$ cat config.mk
export PLATFORM = sky130hd
export DESIGN_NAME = store_narrow_unit
export DESIGN_NICKNAME = d
export VERILOG_FILES = /design/src/rtl/store_pkg.sv /design/src/rtl/store_lane_decode.sv /design/src/rtl/store_narrow_unit.sv
export SDC_FILE = /design/constraint.sdc
export NUM_CORES = 1
export LEC_CHECK = 0
export BUFFER_PORTS_ARGS = -buffer_cell sky130_fd_sc_hd__buf_2
export CAP_MARGIN = 20
export CORE_MARGIN = 2
export CORE_UTILIZATION = 40
export CTS_BUF_LIST = sky130_fd_sc_hd__clkbuf_2
export CTS_CLUSTER_DIAMETER = 150
export DETAILED_ROUTE_END_ITERATION = 10
export SETUP_SLACK_MARGIN = 0.02
export SYNTH_ARGS = -nofsm -noshare
export SYNTH_HDL_FRONTEND = slang
export SYNTH_SLANG_ARGS = --single-unit
$ cat constraint.sdc
create_clock -name clk -period 1.97 [get_ports clk]
set_input_delay 0.197 -clock clk [delete_from_list [all_inputs] [get_ports clk]]
set_output_delay 0.197 -clock clk [all_outputs]
set_load 0.02 [all_outputs]
$ cat src/rtl/store_pkg.sv
// Shared encodings and beat payload for the store narrowing path.
package store_pkg;

  localparam int unsigned DATA_W      = 32;
  localparam int unsigned BE_W        = 4;
  // Beat address field is sized for the default 32-bit address space.
  localparam int unsigned BEAT_ADDR_W = 32;

  localparam logic [1:0] SZ_BYTE = 2'b00;
  localparam logic [1:0] SZ_HALF = 2'b01;
  localparam logic [1:0] SZ_WORD = 2'b10;
  localparam logic [1:0] SZ_RSVD = 2'b11;

  typedef struct packed {
    logic [BEAT_ADDR_W-1:0] addr;
    logic [DATA_W-1:0]      wdata;
    logic [BE_W-1:0]        be;
    logic                   fits;
    logic                   misalign;
  } beat_t;

  typedef enum logic [1:0] {
    SKID_EMPTY = 2'b00,
    SKID_ONE   = 2'b01,
    SKID_TWO   = 2'b10
  } skid_state_e;

endpackage

$ cat src/rtl/store_lane_decode.sv
// Combinational size/address/data decode into a fully formed write beat.
module store_lane_decode
  import store_pkg::*;
#(
  parameter int unsigned ADDR_W = 32
) (
  input  logic [ADDR_W-1:0] addr_i,
  input  logic [DATA_W-1:0] data_i,
  input  logic [1:0]        size_i,
  output beat_t             beat_c
);

  logic byte_fits;
  logic half_fits;

  // A truncated value fits when every bit above its sign bit equals the sign bit.
  assign byte_fits = (&data_i[31:7])  | ~(|data_i[31:7]);
  assign half_fits = (&data_i[31:15]) | ~(|data_i[31:15]);

  // Lane placement, replication and error flagging per access size.
  always_comb begin
    beat_c          = '0;
    beat_c.addr     = BEAT_ADDR_W'({addr_i[ADDR_W-1:2], 2'b00});
    beat_c.wdata    = data_i;
    unique case (size_i)
      SZ_BYTE: begin
        beat_c.be    = 4'b0001 << addr_i[1:0];
        beat_c.wdata = {4{data_i[7:0]}};
        beat_c.fits  = byte_fits;
      end
      SZ_HALF: begin
        beat_c.fits = half_fits;
        if (addr_i[0]) begin
          beat_c.misalign = 1'b1;
        end else begin
          beat_c.be    = addr_i[1] ? 4'b1100 : 4'b0011;
          beat_c.wdata = {2{data_i[15:0]}};
        end
      end
      SZ_WORD: begin
        beat_c.fits = 1'b1;
        if (addr_i[1:0] != 2'b00) begin
          beat_c.misalign = 1'b1;
        end else begin
          beat_c.be = 4'b1111;
        end
      end
      default: begin
        beat_c.misalign = 1'b1;
      end
    endcase
  end

endmodule

$ cat src/rtl/store_narrow_unit.sv
// Store narrowing stage: lane decode, 2-entry skid buffer and misalign counter.
module store_narrow_unit
  import store_pkg::*;
#(
  parameter int unsigned ADDR_W = 32,
  parameter int unsigned ERR_W  = 8
) (
  input  logic              clk,
  input  logic              rst_n,
  input  logic              in_valid,
  output logic              in_ready,
  input  logic [ADDR_W-1:0] in_addr,
  input  logic [31:0]       in_data,
  input  logic [1:0]        in_size,
  output logic              out_valid,
  input  logic              out_ready,
  output logic [ADDR_W-1:0] out_addr,
  output logic [31:0]       out_wdata,
  output logic [3:0]        out_be,
  output logic              out_fits,
  output logic              out_misalign,
  output logic [ERR_W-1:0]  err_count
);

  skid_state_e      state_q, state_d;
  beat_t            out_q, out_d;
  beat_t            skid_q, skid_d;
  beat_t            dec_beat;
  logic             out_valid_q, out_valid_d;
  logic             in_ready_q, in_ready_d;
  logic [ERR_W-1:0] err_q, err_d;
  logic             in_xfer;
  logic             out_xfer;

  store_lane_decode #(
    .ADDR_W (ADDR_W)
  ) u_decode (
    .addr_i (in_addr),
    .data_i (in_data),
    .size_i (in_size),
    .beat_c (dec_beat)
  );

  assign in_xfer  = in_valid & in_ready_q;
  assign out_xfer = out_valid_q & out_ready;

  assign in_ready     = in_ready_q;
  assign out_valid    = out_valid_q;
  assign out_addr     = ADDR_W'(out_q.addr);
  assign out_wdata    = out_q.wdata;
  assign out_be       = out_q.be;
  assign out_fits     = out_q.fits;
  assign out_misalign = out_q.misalign;
  assign err_count    = err_q;

  // State, payload and counter registers; reset drops any held beats.
  always_ff @(posedge clk or negedge rst_n) begin
    if (!rst_n) begin
      state_q     <= SKID_EMPTY;
      out_q       <= '0;
      skid_q      <= '0;
      out_valid_q <= 1'b0;
      in_ready_q  <= 1'b1;
      err_q       <= '0;
    end else begin
      state_q     <= state_d;
      out_q       <= out_d;
      skid_q      <= skid_d;
      out_valid_q <= out_valid_d;
      in_ready_q  <= in_ready_d;
      err_q       <= err_d;
    end
  end

  // Skid next-state; handshake flags are registered from the next state.
  always_comb begin
    state_d = state_q;
    out_d   = out_q;
    skid_d  = skid_q;
    err_d   = err_q;
    unique case (state_q)
      SKID_EMPTY: begin
        if (in_xfer) begin
          state_d = SKID_ONE;
          out_d   = dec_beat;
        end
      end
      SKID_ONE: begin
        if (in_xfer && !out_xfer) begin
          state_d = SKID_TWO;
          skid_d  = dec_beat;
        end else if (!in_xfer && out_xfer) begin
          state_d = SKID_EMPTY;
        end else if (in_xfer && out_xfer) begin
          out_d = dec_beat;
        end
      end
      SKID_TWO: begin
        if (out_xfer) begin
          state_d = SKID_ONE;
          out_d   = skid_q;
        end
      end
      default: begin
        state_d = SKID_EMPTY;
      end
    endcase
    if (in_xfer && dec_beat.misalign && (err_q != '1)) begin
      err_d = err_q + ERR_W'(1);
    end
    out_valid_d = (state_d != SKID_EMPTY);
    in_ready_d  = (state_d != SKID_TWO);
  end

endmodule

### Yosys cells after proc, flatten, opt, wreduce, memory -nomap -nowiden

Cells that the tools add are included.

* $add $sub $neg: 1
* equality and inequality tests: 11
* shift operators: 1
* mux-type cells: 19
* bitwise gates (word level): 6
* reductions and logical operators: 18

Operator list (number)
* 70-bit two-way mux: 5
* 70-bit one-hot mux with 3 select lines: 1
* 32-bit one-hot mux with 2 select lines: 1
* 36-bit two-way mux: 1
* 25-bit AND reduction: 1
* 25-bit OR reduction: 1
* 17-bit AND reduction: 1
* 17-bit OR reduction: 1
* 5-bit one-hot mux with 3 select lines: 1
* 2-bit inequality test, second input constant: 6
* 8-bit by 1-bit adder with 8-bit output, second input constant: 1
* 2-bit two-way mux: 4
* 4-bit two-way mux: 2
* 8-bit inequality test, second input constant: 1
* 2-bit one-hot mux with 3 select lines: 1
* 6-bit AND reduction: 1
* 1-bit logical AND: 5
* 2-bit by 1-bit equality test with 1-bit output, second input constant: 2
* 2-bit equality test, second input constant: 2
* 2-bit zero test: 2
* 2-bit nonzero test: 2
* 1-bit by 2-bit left shift with 4-bit output, first input constant: 1
* 1-bit one-hot mux with 3 select lines: 1
* 3-bit nonzero test: 1
* 6 further kinds: 11

* bits in registers: 150
* input port bits: 70
* output and inout bits: 80
* logic and storage cells: 70

### Longest topological paths before layout

* depth in word-level cells: 8
* gate-level depth with buffers: 7
* mapped depth without buffers: 6

### Modules after synthesis

From an unflattened synthesis, not the netlist that was laid out.

* cell total of the unflattened synthesis: 566
* area, all modules: 7593.5 um2

By module, submodules not included
* store_narrow_unit: instances 1, cells each 436, area each 6672.6 um2, seq. area each 3804.9 um2
* store_lane_decode: instances 1, cells each 130, area each 920.9 um2, seq. area each 0.0 um2

### Worst setup path after synthesis

Ideal clock, no wire load.

* kind: reg2reg
* start point: reg in_ready_q, in the netlist in_ready
* end point: reg out_q (netlist bit out_addr[10])
* library setup time: 0.130 ns
* arrival time: 1.656 ns
* data required time: 1.840 ns
* slack: 0.184 ns
* cell stages (with the launch flop): 8
* buffers on the path: 3
* period minus slack after synthesis: 1.786 ns
* cells stage by stage: dfstp_2 -> nand2_1 -> nor2_2 -> a22o_1 -> buf_2 -> buf_2 -> buf_2 -> a31oi_1

* word-level cells in the longest chain between the ends: 5
* elaborated cells between the ends (all ways): 10

Ends and longest elaborated chain
* from (decl): RTL line store_narrow_unit.sv:30 `logic in_ready_q, in_ready_d;`
* from (signal assigned): RTL line store_narrow_unit.sv:70 `in_ready_q <= in_ready_d;`
* 1-bit bitwise AND *: RTL line store_narrow_unit.sv:44 `assign in_xfer = in_valid & in_ready_q;`
* 1-bit zero test: RTL line store_narrow_unit.sv:92 `end else if (!in_xfer && out_xfer) begin`
* 1-bit logical AND: RTL line store_narrow_unit.sv:92
* 2-bit inequality test (no source line)
* 6-bit AND reduction (no source line) *
* to (signal assigned): RTL line store_narrow_unit.sv:67 `out_q <= out_d;`
* to (decl): RTL line store_narrow_unit.sv:26 `beat_t out_q, out_d;`

Mark *: on every way between the ends. The rest lies on a longest branch, timed or not.
A chain may end at the register's enable or synchronous reset.

### Worst setup path in the final report

* start point: reg err_q[2], in the netlist err_count[2]
* end point: reg err_q[1], in the netlist err_count[1]

* word-level cells in the longest chain between the ends: 2

Ends and longest elaborated chain
* from (decl): RTL line store_narrow_unit.sv:31 `logic [ERR_W-1:0] err_q, err_d;`
* from (signal assigned): RTL line store_narrow_unit.sv:71 `err_q <= err_d;`
* 8-bit inequality test: RTL line store_narrow_unit.sv:108 `if (in_xfer && dec_beat.misalign && (err_q != '1)) begin`
* 1-bit logical AND: RTL line store_narrow_unit.sv:108

No other way between the ends.

==> impl_metrics.json <==
{
  "fp-row-count": 47,
  "min_from": "in_addr[23]",
  "cts_resized": 0,
  "final-instance-count-excl-fill": 1119,
  "slew-limit-headroom_pct": 65.62,
  "drt_first_iter_violations": 399,
  "synth_xor_xnor_area_share_pct": 0.9064,
  "synthMuxAreaShare_pct": 8.602,
  "path_class": "flip-flop to flip-flop",
  "coreArea_mm2": 0.01658,
  "ctsHoldBuffers": 72,
  "min_to": "skid_q[61]",
  "grt_usage_pct": 19.99,
  "worstReg2RegStart": "err_count[2]",
  "max-cap-violations": 0,
  "tightest_slew_ns": 0.5027,
  "p_leak_uw": 0.003903,
  "synth-seq-cells": 148,
  "ant_nets": 0,
  "clkLatencyLatePin_ns": 0.72,
  "synth_top_family_by_area": "simple AND/OR/NAND/NOR gates",
  "synth_fa_ha_area_share_pct": 0.1850,
  "tns_ns": 0,
  "initial_core_util_pct": 40.79,
  "synth_cell_types": 47,
  "syn2layout_area_growth_pct": 28.36,
  "grt_max_degree": 58,
  "power.density_mw_per_mm2": 1400,
  "syn_avg_cell_area_um2": 9.903,
  "outcome": "complete, no violations",
  "ys_seq_area_share_pct": 54.77,
  "reg2reg_depth": 4,
  "yosys-top-cells-area": "dfrtp_1, nand2_1, mux2_2, a31oi_1, nor2_1",
  "clock-root-buffer": "clkbuf_2",
  "grt_pass1_wl_mm": 28.33,
  "worst_clock_skew_ns": 0.03301,
  "overflow": 0,
  "drc": 0,
  "synth_enable_flop_cells": 0,
  "fin_crit_sh_pct": 92.33,
  "die_w_um": 134.0,
  "hold_viol_final": 0,
  "wirelength_mm": 17.72,
  "vias_per_cell": 5.158,
  "critPathMaxFanout": 8,
  "portBuffers": 147,
  "syn-instance-count": 683,
  "synth_commonest_cells": "dfrtp_1, nand2_1, nor2_1",
  "cts_htree_levels": 4,
  "syn_area_mm2": 0.006764,
  "drv_slew": 0,
  "setup-violations-final": 0,
  "antenna_found_initial": 1,
  "synthSimpleGateAreaFrac_pct": 16.13,
  "cp_data_required_time_ns": 2.58,
  "io_pins": 150,
  "layout.nets": 956,
  "final.min_clock_period_ns": 1.819,
  "synth_compound_area_share_pct": 15.35,
  "rsz0062_at_grt": "no",
  "crit_path_start_kind": "flip-flop",
  "max_freq_mhz": 549.8,
  "synth.most_common_cell": "dfrtp_1",
  "grt_pass1_vias": 5480,
  "gp_congestion": 0.8743,
  "die_y_um": 134.0,
  "clock_sinks": 148,
  "drive_gt1_share_pct": 27.62,
  "ir_worst_vdd_mv": 0.6394,
  "ys.flop_type": "dfrtp_1",
  "r2r_slack_ns": 0.15,
  "numPlacedInstances": 1014,
  "hpwl_mm": 11.93,
  "clockBufferDepth": 2,
  "numCtsBuffers": 17,
  "cts_setup_buffers": 0,
  "cp.arrival_ns": 2.43,
  "tritoncts": "built",
  "worst_setup_path_end_kind": "flip-flop",
  "rr_endpoint": "err_count[1]",
  "synth_top_area_share_pct": 54.38,
  "yosysWarnings": 0,
  "first_pass_iters": 5,
  "yosysTopAreaCell": "dfrtp_1",
  "hold_path.class": "input pin to flip-flop",
  "via_count": 5772,
  "min_path_cells": 3,
  "synth_async_sr_flop_share_pct": 100.0,
  "die-area_mm2": 0.01797,
  "clk_pin_slew_ns": 0.23,
  "post_drt_wl_per_cell_um": 15.84
}
## worst max-delay path by stage
stage | startpoint | end | slack (ns) | depth (start not counted)
floorplan | in_ready | out_addr[10] | 0.18 | 7
global placement | err_count[2] | err_count[1] | 0.26 | 4
detailed placement | err_count[2] | err_count[1] | 0.17 | 4
CTS | err_count[2] | err_count[1] | 0.15 | 4
global route | in_size[1] | skid_q[36] | 0.07 | 8
finish | err_count[2] | err_count[1] | 0.15 | 4
## where the power goes
group	total, uW	internal [uW]	switching [uW]
combinational	5250	2130	3120
sequential	5310	4490	823
clock	1590	459	1130
## cell type report
class,instances,area (um^2)
clock buffers,19,95.09
clock inverters,13,111.4
fillers,1533,7901
inverters,1,3.754
flip-flops and latches,148,3705
multi-input cells,482,2819
repair buffers,235,1670
well taps,220,275.3
diodes,1,2.502
## placed cells by master, fill, tap and decap left out, drive strengths merged, types with 2 or more instances in the layout
master / n
o211ai: 8
clkinv: 8
dlygate4sd3: 72
nor2: 69
xnor2: 6
a22o: 3
nand3: 4
conb: 2
a21oi: 31
nand2: 142
clkbuf: 19
a2111oi: 4
mux2i: 12
o21ai: 47
o21a: 9
nor3: 5
a21o: 4
inv: 2
buf: 163
nor3b: 5
clkinvlp: 3
a221oi: 5
o22ai: 4
a311oi: 3
nor4b: 2
nand4: 10
a31oi: 41
nor2b: 3
nor4: 4
o22a: 4
mux2: 41
dfrtp: 147
nand2b: 5
and3: 3
## state kept, by name (all words and copies together), names as in the netlist
| name | count |
|---|---|
| skid_q | 68 |
| out_wdata | 32 |
| out_addr | 30 |
| err_count | 8 |
| out_be | 4 |
| state_q | 2 |
| in_ready | 1 |
| out_fits | 1 |
| out_misalign | 1 |
| out_valid | 1 |
## layer usage
| metal | GRT usage, % | part of all wire (%) | up-vias |
|---|---|---|---|
| li1 | - | - | 2784 |
| met1 | 27.14 | 45 | 2756 |
| met2 | 31.68 | 47 | 197 |
| met4 | 6.725 | 2.4 | 0 |
| met3 | 4.800 | 5.7 | 35 |
| met5 | 0 | 0 | - |
## per-stage QoR
step	cell area, um^2	hold slack [ns]	utilization, %	setup slack (ns)	power [uW]
2_1_floorplan	6768	-0.09859	-	0.1845	8766
3_3_place_gp	7752	0.1945	46.75	0.2557	10360
3_5_place_dp	7752	0.1908	46.75	0.1741	10560
4_1_cts	8680	0.1752	52.34	0.1462	12270
5_1_grt	8682	0.1603	52.35	0.06646	13060
6_report	8682	0.2346	52.35	0.1511	12150
## kinds of logic after synthesis
group                      after synthesis
xor gates and xnor gates                 7
and+or+nand+nor                        255
adders and majority gates                1
muxes                                   53
AOI/OAI and AO/OA                      164
DFF                                    148
buffers and inverters                   54
other                                    1
## worst max-delay path, stage by stage, from the launching register on
cell and delay [ns]:
dfrtp_1 0.47, and3_4 0.22, and3_4 0.19, a311oi_4 0.47, mux2_2 0.39
(Power assumes the default switching activity.)
